**src/rtl/rx_feed_arbiter.sv**
```systemverilog
// rtl/rx_feed_arbiter.sv - round-robin packet arbiter feeding the 18-byte market-data receiver
// Grants one feed per packet; a stalled packet is padded out so the receiver's byte counter stays aligned.
module rx_feed_arbiter #(
    parameter int         N_FEEDS     = 4,
    parameter int         PKT_LEN     = 18,
    parameter int         TIMEOUT_CYC = 64,
    parameter logic [7:0] PAD_BYTE    = 8'h00
) (
    input  logic                         clk,
    input  logic                         rst_n,
    input  logic [N_FEEDS*8-1:0]         feed_byte,
    input  logic [N_FEEDS-1:0]           feed_valid,
    output logic [N_FEEDS-1:0]           feed_ready,
    output logic [7:0]                   rx_byte,
    output logic                         rx_valid,
    output logic [$clog2(N_FEEDS)-1:0]   grant_id,
    output logic                         busy,
    output logic                         abort_pulse,
    output logic [$clog2(N_FEEDS)-1:0]   abort_id
);
    localparam int              GW          = $clog2(N_FEEDS);
    localparam int              SW          = $clog2(TIMEOUT_CYC + 1);
    localparam logic [4:0]      LAST_BYTE   = 5'(PKT_LEN - 1);
    localparam logic [SW-1:0]   STALL_LIMIT = SW'(TIMEOUT_CYC - 1);

    typedef enum logic [1:0] {IDLE, STREAM, PAD} state_t;

    state_t         state, state_next;
    logic [GW-1:0]  last_grant;
    logic [GW-1:0]  winner;
    logic [GW-1:0]  scan_idx;
    logic           any_req;
    logic [4:0]     byte_cnt;
    logic [SW-1:0]  stall_cnt;
    logic           xfer;
    logic           timeout;
    logic [7:0]     grant_byte;

    // Search upward from the feed after the last winner; first requester wins.
    always_comb begin
        any_req  = 1'b0;
        winner   = last_grant;
        scan_idx = last_grant;
        for (int i = 1; i <= N_FEEDS; i++) begin
            scan_idx = GW'((int'(last_grant) + i) % N_FEEDS);
            if (!any_req && feed_valid[scan_idx]) begin
                any_req = 1'b1;
                winner  = scan_idx;
            end
        end
    end

    assign grant_byte = feed_byte[8*int'(grant_id) +: 8];
    assign xfer       = (state == STREAM) && feed_valid[grant_id];
    assign timeout    = (state == STREAM) && !feed_valid[grant_id] && (stall_cnt == STALL_LIMIT);

    always_comb begin
        feed_ready = '0;
        if (state == STREAM) begin
            feed_ready[grant_id] = 1'b1;
        end
    end

    always_comb begin
        state_next = state;
        case (state)
            IDLE: begin
                if (any_req) state_next = STREAM;
            end
            STREAM: begin
                if (xfer && byte_cnt == LAST_BYTE) begin
                    state_next = IDLE;
                end else if (timeout) begin
                    // Nothing reached the receiver yet, so the grant can be dropped without padding.
                    state_next = (byte_cnt == 5'd0) ? IDLE : PAD;
                end
            end
            PAD: begin
                if (byte_cnt == LAST_BYTE) state_next = IDLE;
            end
            default: state_next = IDLE;
        endcase
    end

    always_ff @(posedge clk) begin
        if (!rst_n) begin
            state       <= IDLE;
            rx_byte     <= 8'h00;
            rx_valid    <= 1'b0;
            grant_id    <= '0;
            busy        <= 1'b0;
            abort_pulse <= 1'b0;
            abort_id    <= '0;
            last_grant  <= GW'(N_FEEDS - 1);
            byte_cnt    <= 5'd0;
            stall_cnt   <= '0;
        end else begin
            state       <= state_next;
            busy        <= (state_next != IDLE);
            abort_pulse <= 1'b0;
            rx_valid    <= 1'b0;
            case (state)
                IDLE: begin
                    if (any_req) begin
                        grant_id   <= winner;
                        last_grant <= winner;
                        byte_cnt   <= 5'd0;
                        stall_cnt  <= '0;
                    end
                end
                STREAM: begin
                    if (xfer) begin
                        rx_byte   <= grant_byte;
                        rx_valid  <= 1'b1;
                        byte_cnt  <= byte_cnt + 5'd1;
                        stall_cnt <= '0;
                    end else if (timeout) begin
                        if (byte_cnt != 5'd0) begin
                            abort_pulse <= 1'b1;
                            abort_id    <= grant_id;
                        end
                    end else begin
                        stall_cnt <= stall_cnt + SW'(1);
                    end
                end
                PAD: begin
                    rx_byte  <= PAD_BYTE;
                    rx_valid <= 1'b1;
                    byte_cnt <= byte_cnt + 5'd1;
                end
                default: ;
            endcase
        end
    end
endmodule
```
**config.mk**
```make
export PLATFORM = sky130hd
export DESIGN_NAME = rx_feed_arbiter
export DESIGN_NICKNAME = d
export VERILOG_FILES = /design/src/rtl/rx_feed_arbiter.sv
export SDC_FILE = /design/constraint.sdc
export NUM_CORES = 1
export LEC_CHECK = 0
export CORE_ASPECT_RATIO = 2
export CORE_MARGIN = 2
export CORE_UTILIZATION = 50
export CTS_BUF_LIST = sky130_fd_sc_hd__clkbuf_4 sky130_fd_sc_hd__clkbuf_8 sky130_fd_sc_hd__clkbuf_16
export CTS_CLUSTER_SIZE = 40
export DETAILED_ROUTE_END_ITERATION = 8
export DONT_BUFFER_PORTS = 1
export PLACE_DENSITY = 0.72
export SYNTH_ARGS = -nofsm -noshare
export SYNTH_HDL_FRONTEND = slang
export SYNTH_SLANG_ARGS = --single-unit
```
**constraint.sdc**
```tcl
create_clock -name clk -period 2.5 [get_ports clk]
set_input_delay 0.5 -clock clk [delete_from_list [all_inputs] [get_ports clk]]
set_output_delay 0.5 -clock clk [all_outputs]
set_load 0.005 [all_outputs]
```
======== Yosys cells after proc, flatten, opt, wreduce, memory -nomap -nowiden ========
Cells that the tools add are included.
word-level totals
  bits in registers ....................... 31
  input port bits ......................... 38
  output and inout bits ................... 19
  word-level logic and storage cells ...... 98
cells by class
  $add $sub $neg .......................... 6
  order comparisons ....................... 6
  eq/ne operators ......................... 7
  shifts and indexed selects .............. 1
  muxes and demuxes ....................... 39
  bitwise logic cells ..................... 4
  reductions and logical operators ........ 25
operators with widths
  cell                                                 number
  indexed part select 32 x 6 -> 8 bit                  1
  2-to-1 mux 7 bit                                     3
  2-to-1 mux 2 bit                                     9
  one-hot mux 8 bit (2 select lines)                   1
  < comparator 2 x 3 -> 1 bit (second input constant)  5
  one-hot mux 5 bit (3 select lines)                   1
  one-hot mux 7 bit (2 select lines)                   1
  2-to-1 mux 1 bit                                     12
  binary-select mux 1 bit (select 2 bit)               5
  2-to-1 mux 5 bit                                     2
  logical AND 1 bit                                    8
  2-to-1 mux 8 bit                                     1
  adder 7 x 1 -> 7 bit (second input constant)         1
  == test 7 x 6 -> 1 bit (second input constant)       1
  one-hot mux 2 bit (3 select lines)                   1
  AND reduction 3 bit                                  2
  nonzero test 2 bit                                   3
  adder 5 x 1 -> 5 bit (second input constant)         1
  == test 5 bit (second input constant)                1
  logical NOT 5 bit                                    1
  nonzero test 5 bit                                   1
  adder 2 x 1 -> 2 bit (second input constant)         2
  adder 2 bit (second input constant)                  2
  logical NOT 1 bit                                    4
  other kinds (14)                                     19

======== Longest topological paths before layout ========
  depth after elaboration ................. 16
  gate-level depth with buffers ........... 9
  gate-level depth less buffers ........... 7

======== Worst setup path after synthesis ========
No wires, ideal clock.
  path type ............................... flip-flop to flip-flop
  start ................................... register grant_id[0]
  end ..................................... register abort_id[0]
  library setup time ...................... 0.116 ns
  arrival ................................. 1.779 ns
  data required time ...................... 2.384 ns
  path slack .............................. 0.605 ns
  stages on the path, launching flop included .. 8
  buffers on the path ..................... 2
  period minus slack after synthesis ...... 1.895 ns
  cells stage by stage .................... dfxtp_1 > buf_6 > mux4_2 > nand2b_4 > buf_6 > nor3_4 > mux2i_1 > nor2b_1
between the ends
  word-level cells in the longest chain between the ends .. 6
  elaborated cells between the ends (all ways) .. 8
  those cells by class .................... mux: 2; bitwise: 1; reduce/logical: 5
RTL lines
  what                                    line    text
  start: declaration                      16      output logic [$clog2(N_FEEDS)-1:0] grant_id,
  start signal: assignment                105     grant_id <= winner;
  binary-select mux 1 bit (select 2 bit)  54, 55
  2-to-1 mux 1 bit (implied by the code)  54, 55
  logical NOT 1 bit                       55      assign timeout = (state == STREAM) && !feed_valid[grant_id] && (stall_cnt == STALL_LIMIT);
  logical AND 1 bit (2 in series)         55
  AND reduction 4 bit (no line)           -
  end signal: assignment                  120     abort_id <= grant_id;
  end: declaration                        19      output logic [$clog2(N_FEEDS)-1:0] abort_id
Parallel ways exist; a longest one is shown, timed or not. The select of a mux whose other input is x is not followed.
A chain may end at the register's enable or synchronous reset.

======== Final worst setup path ========
  start ................................... register state[1]
  end ..................................... output feed_ready[0]
between the ends
  word-level cells in the longest chain between the ends .. 2
RTL lines
  what                      line  text
  start: declaration        28    state_t state, state_next;
  start signal: assignment  98    state <= state_next;
  == test 2 x 1 -> 1 bit    59    if (state == STREAM) begin
  2-to-1 mux 4 bit          59
  end: declaration          13    output logic [N_FEEDS-1:0] feed_ready,
Every way passes these cells.

==> flow_metrics.env <==
export IMPL_yosysUniqueCellTypes=42
export IMPL_synth_main_ff_cell="dfxtp_1"
export IMPL_dr_pass1_iters=4
export IMPL_period_needed_ns=1.99
export IMPL_numCtsBuffers=5
export IMPL_syn_inst=194
export IMPL_grt_max_degree=30
export IMPL_wl_per_cell_um=16.7
export IMPL_die_area_mm2=0.00412
export IMPL_cp_depth=4
export IMPL_hold_buffers=0
export IMPL_gp_congestion=0.821
export IMPL_power_density_mw_per_mm2=697
export IMPL_antenna_found_initial=0
export IMPL_ioPinCount=57
export IMPL_slew_headroom=0.549
export IMPL_p_leak_uw=0.000696
export IMPL_place_port_buffers=0
export IMPL_grt_pass1_wl_um=6310
export IMPL_fmax_mhz=502
export IMPL_crit_buf_inv=2
export IMPL_cts_sinks=31
export IMPL_worst_slew_pin_transition_ns=0.667
export IMPL_ys_top_cells_by_area="dfxtp_1 (35%), mux4_2 (8.8%), ha_1 (6.3%)"
export IMPL_hpwl_um=3260
export IMPL_min_path_type="in2reg"
export IMPL_synth_top_cell_area_share=0.346
export IMPL_cpMaxStageDelayCell="ha_1"
export IMPL_stdcell_count=242
export IMPL_end_kind="primary output"
export IMPL_ys_warnings_count=0
export IMPL_cts_root_buf="clkbuf_8"
export IMPL_ctsResizeCount=0
export IMPL_finalCritPeriodShare=0.797
export IMPL_synth_edf_count=0
export IMPL_n_antenna_cell=0
export IMPL_peakVddDrop_mv=0.474
export IMPL_cts_tree="built"
export IMPL_setup_tns_ns=0
export IMPL_cts_setup_buffers=0
export IMPL_max_cap_violations=0
export IMPL_clkTransAtPathRegs_ns=0.06
export IMPL_crit_top_cell="inv_1"
export IMPL_max_stage_delay_ns=0.39
export IMPL_drc=0
export IMPL_die_h_um=88.7
export IMPL_grt_pass1_vias=1491
export IMPL_holdPathStages=1
export IMPL_clock_path_buffers=2
export IMPL_syn_num_nets=241
export IMPL_worstPathArrival_ns=1.49
export IMPL_initialDrtViolationCount=45
export IMPL_final_hold_viol_count=0
export IMPL_initial_core_util=0.526
export IMPL_cts_max_level=2
export IMPL_path_cells="inv_1 > ha_1 > inv_1 > nor3_1"
export IMPL_ys_seq_area_frac=0.346
export IMPL_worst_path_max_fanout=10
export IMPL_setup_violations=0
export IMPL_crit_family="adder cells"
export IMPL_post_place_cells=234
export IMPL_core_mm2=0.00342
export IMPL_r2r_cells=6
export IMPL_startpoint_type="flip-flop"
export IMPL_slew_viol_final=0
export IMPL_rsz0062_at_grt="false"
export IMPL_finalClockSkew_ns=0.00543
export IMPL_nets=240
export IMPL_synthesis_area_mm2=0.00180
export IMPL_drive_above_1_share=0.124
export IMPL_syn_to_final_growth_pct=6.48
export IMPL_synth_top_cell_by_area="dfxtp_1"
export IMPL_die_w_um=46.4
export IMPL_status="complete, no violations"
export IMPL_row_count=30
export IMPL_track_usage=0.217
export IMPL_clkLatencyLatePin_ns=0.28
export IMPL_synthArstFlopShare=0
export IMPL_crit_type="reg2out"
export IMPL_synth_seq_cells=31
export IMPL_critPathRequiredTime_ns=2.00
export IMPL_drt_total_wl_um=4040
export IMPL_ff2ff_setup_slack_ns=0.52
export IMPL_syn_area_per_cell_um2=9.26
export IMPL_vias=1439
export IMPL_ant_nets=0
export IMPL_grt_overflow_total=0
export IMPL_viasPerCell=5.95
layout make-up:
type	count	area, µm²
multi-input cells	146	1090
well taps	48	60.1
inverters	7	26.3
clock buffers	8	104
fillers	319	1500
flip-flops and latches	31	621
repair buffers	2	15.0
layer usage:
metal  vias up  track usage  part of all wire
met3        14       0.0510             0.073
met1       663        0.189              0.32
met4         0        0.143             0.043
met2        56        0.403              0.56
li1        706            -                 -
met5         -            0                 0
report_power, final:
| part | switching (µW) | leakage [µW] | internal [µW] |
|---|---|---|---|
| Clock | 174 | 0.0000549 | 262 |
| Sequential | 38.2 | 0.000252 | 534 |
| Combinational | 180 | 0.000388 | 144 |
| Total | 392 | 0.000696 | 941 |
worst paths after layout:
| kind | end | from |
|---|---|---|
| worst max-delay path | feed_ready[0] | state[1] |
| worst min-delay path | last_grant[1] | rst_n |
| worst max register to register | busy | state[1] |
| worst min register to register | stall_cnt[4] | stall_cnt[4] |
Yosys cell counts, types with 2 or more instances:
cell      number
buf_4          2
nand2b_1       2
clkbuf_1       4
ha_1           9
o21ai_2        2
or3_1          2
o22ai_1        2
and2_1         2
nor2_1        17
xor2_1         4
nor3_1         2
a22oi_1        8
buf_2          2
dfxtp_1       31
and3_1         3
mux4_1         2
mux4_2         7
buf_6          2
nor2b_1       12
nand3_1       12
o211ai_1       3
nor4_1         3
a21oi_1        9
mux2i_1        3
o21ai_0        9
inv_1          7
or2_2          2
nand2_1       17
per-stage QoR:
stage                     instance area, µm²  hold slack (ns)  utilization  power [µW]  setup WS (ns)
after CTS                               1910            0.290        0.560        1350          0.486
after global routing                    1910            0.302        0.560        1420          0.325
after floorplan                         1800            0.458            -         863          0.605
final                                   1910            0.297        0.560        1330          0.509
after global placement                  1810            0.476        0.529         894          0.583
after detailed placement                1810            0.482        0.529         911          0.498
cell usage in the layout, fill, tap and decap left out, drive strengths merged, types with 3 or more instances in the layout:
master / Yosys / routed
xor2: 4 / 4
o211ai: 3 / 3
ha: 9 / 9
mux4: 9 / 9
nor4: 3 / 3
clkbuf: 4 / 8
nor2b: 12 / 12
nand3: 12 / 12
o21ai: 11 / 11
dfxtp: 31 / 31
nand2b: 3 / 3
a21oi: 9 / 9
mux2i: 3 / 3
nor3: 3 / 3
inv: 7 / 7
and3: 3 / 3
nand2: 17 / 17
a22oi: 8 / 8
nor2: 17 / 17
cell families after synthesis:
logic type / share of synthesized area
adder cells (fa/ha/maj): 0.0627
buffers and inverters: 0.0495
AND/OR/NAND/NOR: 0.238
multiplexers: 0.134
XOR/XNOR: 0.0195
flip-flops: 0.346
AO/OA/AOI/OAI: 0.151
state kept, by name (all words and copies together), names as in the netlist:
register,cells
rx_byte,8
abort_id,2
rx_valid,1
last_grant,2
grant_id,2
state,2
abort_pulse,1
byte_cnt,5
stall_cnt,7
busy,1
(Power assumes the default switching activity.)
